## config.mk

```make
export PLATFORM = sky130hd
export DESIGN_NAME = fetch_unit
export DESIGN_NICKNAME = d
export VERILOG_FILES = /design/src/rtl/fetch_pkg.sv /design/src/rtl/fetch_fifo.sv /design/src/rtl/fetch_unit.sv
export SDC_FILE = /design/constraint.sdc
export NUM_CORES = 1
export LEC_CHECK = 0
export CORE_MARGIN = 2
export CORE_UTILIZATION = 30
export DETAILED_ROUTE_END_ITERATION = 8
export PLACE_DENSITY = 0.46
export SETUP_SLACK_MARGIN = 0.05
export SKIP_LAST_GASP = 1
export SLEW_MARGIN = 20
export SYNTH_ARGS = -nofsm -noshare
export SYNTH_HDL_FRONTEND = slang
export SYNTH_SLANG_ARGS = --single-unit
```

## constraint.sdc

```tcl
create_clock -name clk -period 9.13 [get_ports clk]
set_clock_uncertainty 0.1 [all_clocks]
set_input_delay 1.826 -clock clk [delete_from_list [all_inputs] [get_ports clk]]
set_output_delay 1.826 -clock clk [all_outputs]
set_load 0.01 [all_outputs]
```

## src/rtl/fetch_pkg.sv

```systemverilog
// Shared types and sizing helpers for the instruction-fetch stage.
// fetch_entry_t is the default-width layout; fetch_unit builds its own entry from its parameters.
package fetch_pkg;

  localparam int FETCH_ADDR_W  = 16;
  localparam int FETCH_INSTR_W = 16;

  typedef struct packed {
    logic [FETCH_ADDR_W-1:0]  pc;
    logic [FETCH_INSTR_W-1:0] instr;
  } fetch_entry_t;

  // Width of a counter that must hold 0..depth inclusive.
  function automatic int occ_w(input int depth);
    return $clog2(depth + 1);
  endfunction

endpackage

```

## src/rtl/fetch_fifo.sv

```systemverilog
// Prefetch queue: DEPTH-entry synchronous FIFO with flush, wrap-around pointers and a count.
// The head entry is read combinationally from storage; a push at full is accepted only alongside a pop.
module fetch_fifo #(
  parameter int W     = 32,
  parameter int DEPTH = 4,
  parameter int CNT_W = 3
) (
  input  logic             clk,
  input  logic             rst_n,
  input  logic             flush,
  input  logic             push,
  input  logic [W-1:0]     push_data,
  input  logic             pop,
  output logic [W-1:0]     head,
  output logic [CNT_W-1:0] count,
  output logic             empty
);

  localparam int PTR_W = $clog2(DEPTH);

  logic [W-1:0]     mem [DEPTH];
  logic [PTR_W-1:0] wr_ptr;
  logic [PTR_W-1:0] rd_ptr;
  logic             full;
  logic             do_push;
  logic             do_pop;

  assign empty   = (count == '0);
  assign full    = (count == CNT_W'(DEPTH));
  assign do_pop  = pop && !empty;
  assign do_push = push && (!full || do_pop);
  assign head    = mem[rd_ptr];

  always_ff @(posedge clk or negedge rst_n) begin
    if (!rst_n) begin
      wr_ptr <= '0;
      rd_ptr <= '0;
      count  <= '0;
    end else if (flush) begin
      wr_ptr <= '0;
      rd_ptr <= '0;
      count  <= '0;
    end else begin
      if (do_push) wr_ptr <= wr_ptr + PTR_W'(1);
      if (do_pop)  rd_ptr <= rd_ptr + PTR_W'(1);
      count <= count + CNT_W'(do_push) - CNT_W'(do_pop);
    end
  end

  // Storage needs no reset: entries are only observed while count says they are valid.
  always_ff @(posedge clk) begin
    if (do_push && !flush) mem[wr_ptr] <= push_data;
  end

endmodule

```

## src/rtl/fetch_unit.sv

```systemverilog
// Instruction-fetch stage: PC, IM request/credit logic, prefetch queue, redirect flush and sticky halt.
// Define FETCH_BYPASS_EN to let a response reach decode in its arrival cycle when the queue is empty.
module fetch_unit
  import fetch_pkg::*;
#(
  parameter int                ADDR_W   = FETCH_ADDR_W,
  parameter int                INSTR_W  = FETCH_INSTR_W,
  parameter int                DEPTH    = 4,
  parameter logic [ADDR_W-1:0] RESET_PC = '0
) (
  input  logic                       clk,
  input  logic                       rst_n,
  output logic [ADDR_W-1:0]          im_addr,
  output logic                       im_rd_en,
  input  logic [INSTR_W-1:0]         im_instr,
  input  logic                       redirect,
  input  logic [ADDR_W-1:0]          redirect_pc,
  input  logic                       hlt,
  output logic                       id_valid,
  input  logic                       id_ready,
  output logic [INSTR_W-1:0]         id_instr,
  output logic [ADDR_W-1:0]          id_pc,
  output logic [ADDR_W-1:0]          id_pc_inc,
  output logic                       halted,
  output logic [$clog2(DEPTH+1)-1:0] occupancy
);

  localparam int OCC_W = occ_w(DEPTH);

  typedef struct packed {
    logic [ADDR_W-1:0]  pc;
    logic [INSTR_W-1:0] instr;
  } entry_t;

  logic [ADDR_W-1:0] fetch_pc;
  logic [ADDR_W-1:0] inflight_pc;
  logic              inflight;
  logic              halt_q;
  logic              issue;
  logic              resp_valid;
  logic              bypass;
  logic              deq;
  logic              fifo_push;
  logic              fifo_pop;
  logic              fifo_empty;
  logic [OCC_W-1:0]  count;
  logic [OCC_W:0]    pending;
  entry_t            resp;
  entry_t            head;
  entry_t            sel;

  // Handshake: an instruction transfers on any cycle where id_valid && id_ready are both high;
  // id_* stay stable while id_valid is high and id_ready is low, except on a redirect flush.

  // A response arriving in a redirect cycle is stale and is simply not enqueued.
  assign resp_valid = inflight && !redirect;
  assign resp       = '{pc: inflight_pc, instr: im_instr};

`ifdef FETCH_BYPASS_EN
  assign bypass = fifo_empty && resp_valid;
`else
  assign bypass = 1'b0;
`endif

  assign sel       = bypass ? resp : head;
  assign id_valid  = bypass || !fifo_empty;
  assign id_instr  = id_valid ? sel.instr : '0;
  assign id_pc     = id_valid ? sel.pc : '0;
  assign id_pc_inc = id_valid ? sel.pc + ADDR_W'(1) : '0;
  assign deq       = id_valid && id_ready;
  assign fifo_push = resp_valid && !(bypass && id_ready);
  assign fifo_pop  = deq && !bypass;

  // Credit: queued entries plus the outstanding response must leave room for the new one.
  assign pending  = {1'b0, count} + (OCC_W+1)'(inflight) - (OCC_W+1)'(deq);
  assign issue    = rst_n && !redirect && !hlt && !halt_q && (pending < (OCC_W+1)'(DEPTH));
  assign im_rd_en = issue;
  assign im_addr  = fetch_pc;

  assign halted    = halt_q && fifo_empty && !inflight;
  assign occupancy = count;

  always_ff @(posedge clk or negedge rst_n) begin
    if (!rst_n) begin
      fetch_pc    <= RESET_PC;
      inflight_pc <= RESET_PC;
      inflight    <= 1'b0;
      halt_q      <= 1'b0;
    end else begin
      if (hlt) halt_q <= 1'b1;
      if (redirect)   fetch_pc <= redirect_pc;
      else if (issue) fetch_pc <= fetch_pc + ADDR_W'(1);
      inflight <= issue;
      if (issue) inflight_pc <= fetch_pc;
    end
  end

  fetch_fifo #(
    .W     ($bits(entry_t)),
    .DEPTH (DEPTH),
    .CNT_W (OCC_W)
  ) u_fifo (
    .clk       (clk),
    .rst_n     (rst_n),
    .flush     (redirect),
    .push      (fifo_push),
    .push_data (resp),
    .pop       (fifo_pop),
    .head      (head),
    .count     (count),
    .empty     (fifo_empty)
  );

endmodule

```

==> flow_summary.ini <==
[sta]
finalSetupViolCount = 0
hold_viol_final = 0
relSlewSlack_pct = 34.1
fin_setup_tns_ns = 0
fin_crit_sh_pct = 75.6
rsz0062_at_grt = no
slew_violations = 0
period_minus_slack_ns = 6.90
fmaxAchievable_mhz = 145
worst_pin_slew_ns = 0.988

[logic_synthesis]
synth-main-ff-cell = edfxtp_1
ys_async_sr_fraction_pct = 24.3
synth_nets = 501
yosysSeqAreaShare_pct = 66.0
syn_inst = 453
ys_seq_elements = 169
syn_area_um2 = 7380
synth_area_leader_cell = edfxtp_1
syn_area_per_cell_um2 = 16.3
yosysUniqueCellTypes = 44
ys_top_cells_by_area = edfxtp_1 52%, dfrtp_1 14%, mux4_2 9.8%, and2_1 3.1%, mux2_2 3.1%
ys_warn_count = 0
synth_edf_count = 128
synth.top_cell.area_share_pct = 52.1

[layout]
fillCellCount = 2328
nets = 612
fin_cells = 901
area_growth_pct = 26.7
final_common_cell = edfxtp_1
multi_input_area_um2 = 2350
diodes = 0
drive_gt1_share_pct = 19.1
design_area_um2 = 9350
seq_area_um2 = 4870
final_cell_mix = 128 x edfxtp_1, 105 x clkdlybuf4s50_1, 40 x dfrtp_1, 33 x and2_1, 32 x mux4_2

[worst_setup_path]
worst_setup_path_start_kind = input port
crit_family = buffers and inverters
critPathMaxFanout = 23
slowest_stage = or4_4
crit_path_end_kind = primary output
crit_type = in2out
crit_chain = clkdlybuf4s50_1 > and2_1 > ha_1 > inv_1 > ha_1 > and3b_1 > or4_4 > a21oi_2 > buf_4 > clkdlybuf4s50_1
worst-path-buf-inv = 4
arrival_ns = 4.98
slowest_delay_ns = 0.63
critical_path_required_ns = 7.20
cp.depth = 10
rr_startpoint = u_fifo.count[1]
cp-startpoint = id_ready
reg2reg_depth = 12

[pwr]
p_per_area_nw_per_um2 = 249
power.switching_mw = 0.728
p_sw_share_pct = 31.3
pwr-share-clk_pct = 28.5
peakVddDrop_mv = 0.113
leakage_nw = 3.17
pwr-share-seq_pct = 37.9
intPower_mw = 1.60
combPwrFrac_pct = 33.6

[place]
io_buffers = 106
placed_area_um2 = 8800
placedCellCount = 869
dpl.hpwl_mm = 10.8
finalWeightedCongestion = 0.767

[clock_network]
ctsLongestPathBuffers = 2
clock_latency_ns = 0.42
htreeDepth = 4
post_cts_buffers = 0
cts_tree = done
cts_resized = 0
holdBufCountCts = 0
cts.clk_slew.worst_paths_ns = 0.07
root_buffer = clkbuf_16
numCtsBuffers = 17
cts.sinks = 169

[detailed_routing]
drt_iter0_drc = 178
viasPerCell = 4.62
wl_per_cell_um = 18.8
via_count = 4165
drc = 0
drt_wl_total_mm = 16.9
antenna_left = 0
first_pass_iters = 4

[die]
row_count = 57
ioPinCount = 107
die_x_um = 161
start_util_pct = 30.4
core_um2 = 24200
dieArea_um2 = 25900
die_y_um = 161

[flow_run]
max_cap_viol_count = 0

[global_routing]
grt_max_degree = 43
groute.usage.overall_pct = 13.6
grt_overflow_total = 0
grt_pass1_vias = 4601
grt_pass1_wl_mm = 26.4
antenna_found_initial = 0

[hold_path]
hp-start = halt_q
whs_path_depth = 1
hp-class = reg2reg

[outcome]
status = finished, final reports clean
power groups by stage:
stage / Combinational [mW] / Clock, mW / Sequential [mW]
3_3_place_gp: 0.794 / 0 / 0.898
2_1_floorplan: 0.433 / 0 / 0.877
6_report: 0.782 / 0.664 / 0.881
3_5_place_dp: 0.797 / 0 / 0.900
5_1_grt: 0.845 / 0.713 / 0.888
4_1_cts: 0.800 / 0.684 / 0.884
state kept, by name, summed over array words and instances, names as in the netlist:
register,count
halt_q,1
im_addr,16
inflight,1
inflight_pc,16
u_fifo.count,3
u_fifo.mem,128
u_fifo.rd_ptr,2
u_fifo.wr_ptr,2
routing by layer:
layer	share of wire, %	global-route usage [%]	routed length (um)	vias up
met3	3.9	3.56	666	4
met5	0	0	0	-
met2	48	22.5	8110	104
met1	48	18.1	8090	2110
met4	0.33	3.17	55	0
li1	-	-	-	1947
Yosys cell counts (6+ instances only):
library cell    n
edfxtp_1      128
dfrtp_1        41
and2_1         37
mux4_2         32
nand2_1        21
mux2_2         20
nor2_1         20
xnor2_1        19
inv_1          15
ha_1           10
nand3_1        10
clkbuf_1        9
xor2_1          9
a2111oi_2       7
buf_2           6
o21ai_1         6
kinds of logic (layout without fill, tap and decap cells):
group                      after synthesis  in the layout  share of synthesized area, %
muxes                                   55             55                          13.2
and+or+nand+nor                        118            118                          8.55
adders and majority gates               11             11                          1.97
AOI/OAI and AO/OA                       35             35                          4.60
DFF                                    169            169                          66.0
xor gates and xnor gates                28             28                          3.32
buffers and inverters                   37            161                          2.34
worst reg2reg max path: stages, from the launching register on:
cell	delay, ns
dfrtp_1	0.46
nor3_2	0.20
buf_4	0.24
inv_1	0.08
and2_1	0.19
ha_1	0.22
inv_1	0.06
ha_1	0.21
and3b_1	0.18
or4_4	0.63
a2111oi_2	0.53
xor2_1	0.12
mux2_2	0.27
final cells by class:
cell class | instances | share of cell area (%)
Sequential cell | 169 | 52.1
Multi-Input combinational cell | 247 | 25.1
Timing Repair Buffer | 114 | 11.9
Clock buffer | 18 | 4.59
Tap cell | 324 | 4.34
Clock inverter | 14 | 1.27
Inverter | 15 | 0.602
final timing paths:
check / end / slack (ns)
max: im_rd_en / 2.23
min: halt_q / 0.38
max in group asynchronous: u_fifo.rd_ptr[0] / 7.15
min in group asynchronous: im_addr[4] / 1.38
min reg2reg: halt_q / 0.38
max reg2reg: im_addr[15] / 5.53
stage by stage:
step,power (mW),hold WS [ns],setup slack [ns],utilization (%)
after floorplan,1.31,0.337,3.51,-
after global placement,1.69,0.383,2.25,36.3
after detailed placement,1.70,0.362,2.22,36.3
after CTS,2.37,0.387,2.21,38.5
after global routing,2.45,0.405,2.11,38.5
final,2.33,0.382,2.23,38.5
Power figures use the tool's default switching activity.
